[src/rtl/mul_div_unit.sv]
// Iterative 32-bit multiply/divide unit with HI/LO result registers.
// Shift-add multiply and restoring divide, one bit per cycle over 32 cycles.
module mul_div_unit (
  input  logic        Clk,
  input  logic        Reset,
  input  logic        Start,
  input  logic [1:0]  Op,
  input  logic [31:0] A,
  input  logic [31:0] B,
  input  logic [31:0] Wd,
  input  logic        Hiwrite,
  input  logic        Lowrite,
  output logic        Busy,
  output logic [31:0] Hi,
  output logic [31:0] Lo
);

  typedef enum logic {
    IDLE,
    RUN
  } state_t;

  state_t      state;
  logic [5:0]  cnt;
  logic        is_div;
  logic        neg_q;
  logic        neg_r;
  logic        div0;
  logic [31:0] a_raw;
  logic [31:0] b_mag;
  logic [63:0] acc;

  logic        sgn;
  logic        a_neg;
  logic        b_neg;
  logic [31:0] a_abs;
  logic [31:0] b_abs;

  always_comb begin
    sgn   = ~Op[0];
    a_neg = sgn & A[31];
    b_neg = sgn & B[31];
    a_abs = a_neg ? -A : A;
    b_abs = b_neg ? -B : B;
  end

  logic [32:0] mul_sum;
  logic [63:0] mul_nx;
  logic [32:0] shl;
  logic [33:0] diff;
  logic        q_bit;
  logic [31:0] rem_nx;
  logic [63:0] div_nx;
  logic [63:0] acc_nx;

  // acc = {partial/remainder, multiplier/quotient}
  always_comb begin
    mul_sum = {1'b0, acc[63:32]}
            + (acc[0] ? {1'b0, b_mag} : 33'd0);
    mul_nx  = {mul_sum, acc[31:1]};
    shl     = {acc[63:32], acc[31]};
    diff    = {1'b0, shl} - {2'b0, b_mag};
    q_bit   = ~diff[33];
    rem_nx  = q_bit ? diff[31:0] : shl[31:0];
    div_nx  = {rem_nx, acc[30:0], q_bit};
    acc_nx  = is_div ? div_nx : mul_nx;
  end

  logic [63:0] prod;
  logic [31:0] quo;
  logic [31:0] rem;
  logic [31:0] res_hi;
  logic [31:0] res_lo;

  always_comb begin
    prod = neg_q ? -acc_nx : acc_nx;
    quo  = neg_q ? -acc_nx[31:0] : acc_nx[31:0];
    rem  = neg_r ? -acc_nx[63:32] : acc_nx[63:32];
    res_hi = prod[63:32];
    res_lo = prod[31:0];
    if (is_div) begin
      res_hi = div0 ? a_raw : rem;
      res_lo = div0 ? 32'hFFFF_FFFF : quo;
    end
  end

  always_ff @(posedge Clk) begin
    if (Reset) begin
      state  <= IDLE;
      Busy   <= 1'b0;
      Hi     <= '0;
      Lo     <= '0;
      cnt    <= '0;
      is_div <= 1'b0;
      neg_q  <= 1'b0;
      neg_r  <= 1'b0;
      div0   <= 1'b0;
      a_raw  <= '0;
      b_mag  <= '0;
      acc    <= '0;
    end else begin
      unique case (state)
        IDLE: begin
          if (Hiwrite) Hi <= Wd;
          if (Lowrite) Lo <= Wd;
          if (Start) begin
            state  <= RUN;
            Busy   <= 1'b1;
            cnt    <= 6'd32;
            is_div <= Op[1];
            neg_q  <= a_neg ^ b_neg;
            neg_r  <= a_neg;
            div0   <= (B == 32'd0);
            a_raw  <= A;
            b_mag  <= b_abs;
            acc    <= {32'd0, a_abs};
          end
        end
        RUN: begin
          acc <= acc_nx;
          cnt <= cnt - 6'd1;
          if (cnt == 6'd1) begin
            state <= IDLE;
            Busy  <= 1'b0;
            Hi    <= res_hi;
            Lo    <= res_lo;
          end
        end
      endcase
    end
  end

endmodule

[config.mk]
export PLATFORM = sky130hd
export DESIGN_NAME = mul_div_unit
export DESIGN_NICKNAME = d
export VERILOG_FILES = /design/src/rtl/mul_div_unit.sv
export SDC_FILE = /design/constraint.sdc
export NUM_CORES = 1
export LEC_CHECK = 0
export ABC_AREA = 1
export CORE_MARGIN = 2
export CORE_UTILIZATION = 40
export CTS_CLUSTER_SIZE = 14
export DETAILED_ROUTE_END_ITERATION = 10
export SLEW_MARGIN = 10
export SYNTH_ARGS = -nofsm -noshare
export SYNTH_HDL_FRONTEND = slang
export SYNTH_SLANG_ARGS = --single-unit
[constraint.sdc]
create_clock -name Clk -period 8.3 [get_ports Clk]
set_clock_uncertainty 0.05 [all_clocks]
set_input_delay 1.66 -clock Clk [delete_from_list [all_inputs] [get_ports Clk]]
set_output_delay 1.66 -clock Clk [all_outputs]
set_load 0.01 [all_outputs]
# ---- After elaboration in Yosys (flattened, before gate mapping)
# Index checks and enable logic that the tools add are counted.
dict set report word_totals {
  ff_bits 204
  input_bits 103
  output_inout_bits 65
  word_cells 64
}
dict set report op_classes {
  add_sub_neg 8
  eq_ne 5
  mux 28
  bitwise_logic 6
  reduce_logical 5
}
# cell n
set op_table {}
lappend op_table {{$mux 32} 14}
lappend op_table {{$mux 64} 3}
lappend op_table {{$neg 32->32} 4}
lappend op_table {{$pmux 32 s2} 2}
lappend op_table {{$pmux 64 s2} 1}
lappend op_table {{$neg 64->64} 1}
lappend op_table {{$sub 33x32->34} 1}
lappend op_table {{$add 32x32->33} 1}
lappend op_table {{$logic_not 32->1} 1}
lappend op_table {{$pmux 6 s2} 1}
lappend op_table {{$reduce_and 2->1} 4}
lappend op_table {{$eq 6x1->1 const B} 1}
lappend op_table {{$mux 6} 1}
lappend op_table {{$ne 2x2->1 const B} 3}
lappend op_table {{$sub 6x1->6 const B} 1}
lappend op_table {{$mux 1} 4}
lappend op_table {{$pmux 1 s2} 2}
lappend op_table {{$not 1->1} 3}
lappend op_table {{$and 1x1->1} 2}
lappend op_table {{$ne 2x1->1 const B} 1}
lappend op_table {{$xor 1x1->1} 1}

# ---- Depth between registers and ports, before layout
dict set report depth {
  word_depth 9
  ltp_mapped 36
  depth_no_buf 36
}

# ---- Worst setup path before layout
# Ideal clock, no wire load.
dict set report synth_timing {
  kind {input to register}
  from {in A[1]}
  to {reg acc[30]}
  setup_time_ps 110
  t_arrival_ps 3687
  t_required_ps 8140
  slack_ps 4453
  path_stages 17
  path_buffers 0
  path_cell_list {inv_1 -> ha_1 -> nand2_1 -> nor3_1 -> nand2_1 -> nor3_2 -> nand3_1 -> o21ai_1 -> nand2_1 -> a21oi_1 -> o21ai_1 -> nor2_1 -> o21ai_1 -> nand3_1 -> o2111ai_1 -> nand2_1 -> inv_1}
}
dict set report synth_between {
  elab_chain_len 4
}
# item line_no
set synth_lines {}
lappend synth_lines {{start, declared} 8} ;# input logic [31:0] A,
lappend synth_lines {{$neg 32->32} 43} ;# a_abs = a_neg ? -A : A;
lappend synth_lines {{$mux 32} 43}
lappend synth_lines {{$mux 64} 106} ;# if (Start) begin
lappend synth_lines {{$pmux 64 s2} 102} ;# unique case (state)
lappend synth_lines {{end signal, assigned} 116} ;# acc <= {32'd0, a_abs};
lappend synth_lines {{end signal, assigned} 120} ;# acc <= acc_nx;
lappend synth_lines {{end, declared} 31} ;# logic [63:0] acc;
# Every way passes these cells. The select of a mux whose other input is x is not followed.
# A chain may end at the register's enable or synchronous reset.

# ---- Worst setup path in the final report
dict set report layout_timing {
  from {reg acc[55]}
  to {reg Hi[22]}
}
dict set report layout_between {
  elab_chain_len 9
  word_cells_on_any_way 13
  classes_between {add/sub (4); mux (8); bitwise (1)}
}
# item line_no
set layout_lines {}
lappend layout_lines {{$sub 33x32->34} 62} ;# diff = {1'b0, shl} - {2'b0, b_mag};
lappend layout_lines {{$mux 32} 64} ;# rem_nx = q_bit ? diff[31:0] : shl[31:0];
lappend layout_lines {{$mux 64 *} 66} ;# acc_nx = is_div ? div_nx : mul_nx;
lappend layout_lines {{$neg 32->32} 78} ;# rem = neg_r ? -acc_nx[63:32] : acc_nx[63:32];
lappend layout_lines {{$mux 32} 78}
lappend layout_lines {{$mux 32} 82} ;# res_hi = div0 ? a_raw : rem;
lappend layout_lines {{$mux 32 *} 81} ;# if (is_div) begin
lappend layout_lines {{$mux 32 *} 122} ;# if (cnt == 6'd1) begin
lappend layout_lines {{$pmux 32 s2 *} 102}
lappend layout_lines {{end signal, assigned} 104} ;# if (Hiwrite) Hi <= Wd;
lappend layout_lines {{end signal, assigned} 125} ;# Hi <= res_hi;
lappend layout_lines {{end, declared} 14} ;# output logic [31:0] Hi,
# Every way passes the cells marked *; elsewhere a longest branch is shown, timed or not. The select of a mux whose other input is x is not followed.

==> run metrics <==
status completed; Min-Delay Path Depth 2; CP arrival 5.65 ns; Worst-Margin Slew 1.07 ns; DR DRC count 0; Worst setup EP type flip-flop; PD cells 160 mW/mm2; Yosys top cell area share 21.4%; most frequent CP cell nand2_2; worst r2r dst Hi[22]; cells resized by post-CTS repair 0; RSZ-0062 raised after global routing no; critical path required time 8.76 ns; synthesized flop and latch total 204; worst skew pair latency 0.60 ns; First-pass DRT Iterations 8; cell taking the most area after synthesis dfxtp_1; Area contributors post-synth dfxtp_1 21%, nand2_1 18%, inv_1 9.2%; CTS buffer count 27; minimum clock period 5.19 ns; commonest non-fill, non-tap cell in the layout nand2_1; row count 79; drt wl/cell 22.9 um; reg-to-reg setup timing slack 3.11 ns; cts hold-fix bufs 0; ys async rst share 0%; Final GP Congestion 1.06; share of cells above drive strength 1 6.60%; Synth Area per Inst 5.76 um2; Root Driver clkbuf_16; remaining global-route overflow 0; Core ar. 0.0468 mm2; Max-cap violations 0; CTS tree yes; setup TNS 0 ns; type of origin of the critical path flip-flop; Clock Pin Slew Worst Setup and Hold Paths 0.06 ns; top_reg_cell synth dfxtp_1; Critical Path Source acc[55]; DRT Wirelength 92,200 um; Via Count 23.1k; Leak 10.9 nW; Fin. Hold Viols 0; vias per cell 5.74; Slew Limit Fails 0; maximum clock rate 193 MHz; Mapped Nets 3,481; CTS H-tree lvls 1; Antenna Nets Post-Route 0; register area share after synthesis 21.4%; Clock Tree Buf Depth 3; slowest CP cell dfxtp_1; Non-Filler Instances 4,017; Initial Utilization 40.8%; Worst VDD drop 0.181 mV; Mapped Cells 3,306; number of synthesized flops with an enable pin 0; hold endpoint a_raw[23]; die area 0.0494 mm2; synth unique cells 66; first-pass GRT wire length 136,000 um; Layout Nets 3,563; HP Start a_raw[23]; FF-to-FF path depth 33; Final Cycle Share 62.6%; largest stage delay on the critical path 0.46 ns; Setup violations, final 0; Area growth syn-to-layout 15.4%; Port-buffer cells 167; post-DP HPWL 72,600 um; Worst Path Class, Setup flip-flop to flip-flop; Die X 222 um; vias in the first global route 21.2k; Post-Syn Area 0.0191 mm2; yosys warns 0; pin count of the biggest net entering global routing 96; Overall Global Routing Usage 36.2%; post-CTS setup buffers 0; Rel. slew slack 28.4%; reg2reg start acc[55]; # IOs 168; initial antenna violation count 1; Die Ht 222 um; leading cell types in the layout, fill and taps excluded 934 x nand2_1, 468 x inv_1, 285 x nor2_1; initial drt markers 3,145; # fillers 5,082; dpl cells 3,966; clk sinks 204; Hold Path Class flip-flop to flip-flop; crit-path max FO 28
==> critical path, delay by kind of cell (launching register included) <==
kind	cells	cell delay [ns]
simple gates	24	3.37
fa+ha+maj	2	0.54
flops	1	0.46
buf+inv	5	0.39
compound gates	2	0.28
==> per-stage QoR <==
step | instance area, um2 | setup slack [ns] | utilization (%) | hold WS, ns | power (mW)
after global placement | 21100 | 3.34 | 45.1 | 0.414 | 2.24
after detailed placement | 21100 | 3.19 | 45.1 | 0.417 | 2.24
after global routing | 22000 | 2.66 | 47.0 | 0.442 | 3.67
after CTS | 22000 | 3.16 | 47.0 | 0.429 | 3.50
after floorplan | 19100 | 4.45 | - | 0.369 | 1.82
final | 22000 | 3.11 | 47.1 | 0.434 | 3.52
==> how the worst max path moves through the flow <==
stage | end | slack (ns) | cells past startpoint
floorplan | acc[30] | 4.45 | 17
global route | Hi[16] | 2.66 | 33
finish | Hi[22] | 3.11 | 33
detailed placement | b_mag[25] | 3.19 | 16
CTS | Hi[22] | 3.16 | 33
global placement | Hi[22] | 3.34 | 35
==> cells by family (layout without fill, tap and decap cells) <==
| family | after synthesis | after routing | synth area share [%] |
|---|---|---|---|
| AO/OA/AOI/OAI | 638 | 638 | 18.8 |
| XOR/XNOR | 49 | 49 | 2.25 |
| adder cells (fa/ha/maj) | 72 | 72 | 4.81 |
| buffers and inverters | 630 | 733 | 12.9 |
| flip-flops | 204 | 204 | 21.4 |
| multiplexers | 2 | 2 | 0.105 |
| other | 0 | 1 | 0 |
| AND/OR/NAND/NOR | 1711 | 1711 | 39.7 |
==> cell type report <==
type | count | area (um2) | share of cell area (%)
sequential | 204 | 4090 | 18.6
inverter | 493 | 1850 | 8.41
clock inverter | 13 | 161 | 0.734
antenna | 1 | 2.50 | 0.0114
timing repair buffer | 190 | 1840 | 8.36
clock buffer | 37 | 773 | 3.51
multi-input combinational | 2472 | 12500 | 56.9
tap | 607 | 759 | 3.45
==> state kept, by name (all words and copies together) (netlist names) <==
register	cells
Lo	32
neg_r	1
is_div	1
b_mag	32
Busy	1
a_raw	32
acc	64
Hi	32
state	1
cnt	6
neg_q	1
div0	1
==> power breakdown <==
group | total [mW] | internal (mW) | leakage (nW) | switching (mW)
registers | 1.11 | 1.05 | 1.68 | 0.0618
logic | 1.15 | 0.367 | 8.73 | 0.779
clock network | 1.26 | 0.746 | 0.464 | 0.519
==> cell usage after synthesis (all sizes together), types with 3 or more instances <==
cell type and count:
buf 40, ha 70, or2 24, nor4 7, o31ai 8, nand2 959, xnor2 12, a21oi 261
o21ai 239, xor2 37, o21a 4, o221ai 12, o2111ai 7, clkbuf 97, nor3 45, nand3 267
nor2 324, o21bai 8, inv 490, o22ai 21, and2 3, clkinv 3, dfxtp 204, nand4 66
a31oi 38, o211ai 18, nand3b 11, a22oi 10
==> per-layer routing <==
metal | share of wire, % | up-vias | global-route usage (%) | wire length (um)
li1 | - | 10893 | - | -
met4 | 2.7 | 2 | 9.02 | 2520
met1 | 47 | 10797 | 54.8 | 42900
met3 | 11 | 138 | 7.21 | 9980
met2 | 40 | 1239 | 51.7 | 36800
met5 | 0.018 | - | 0 | 17
No activity file was read; power rests on OpenSTA's default activity.
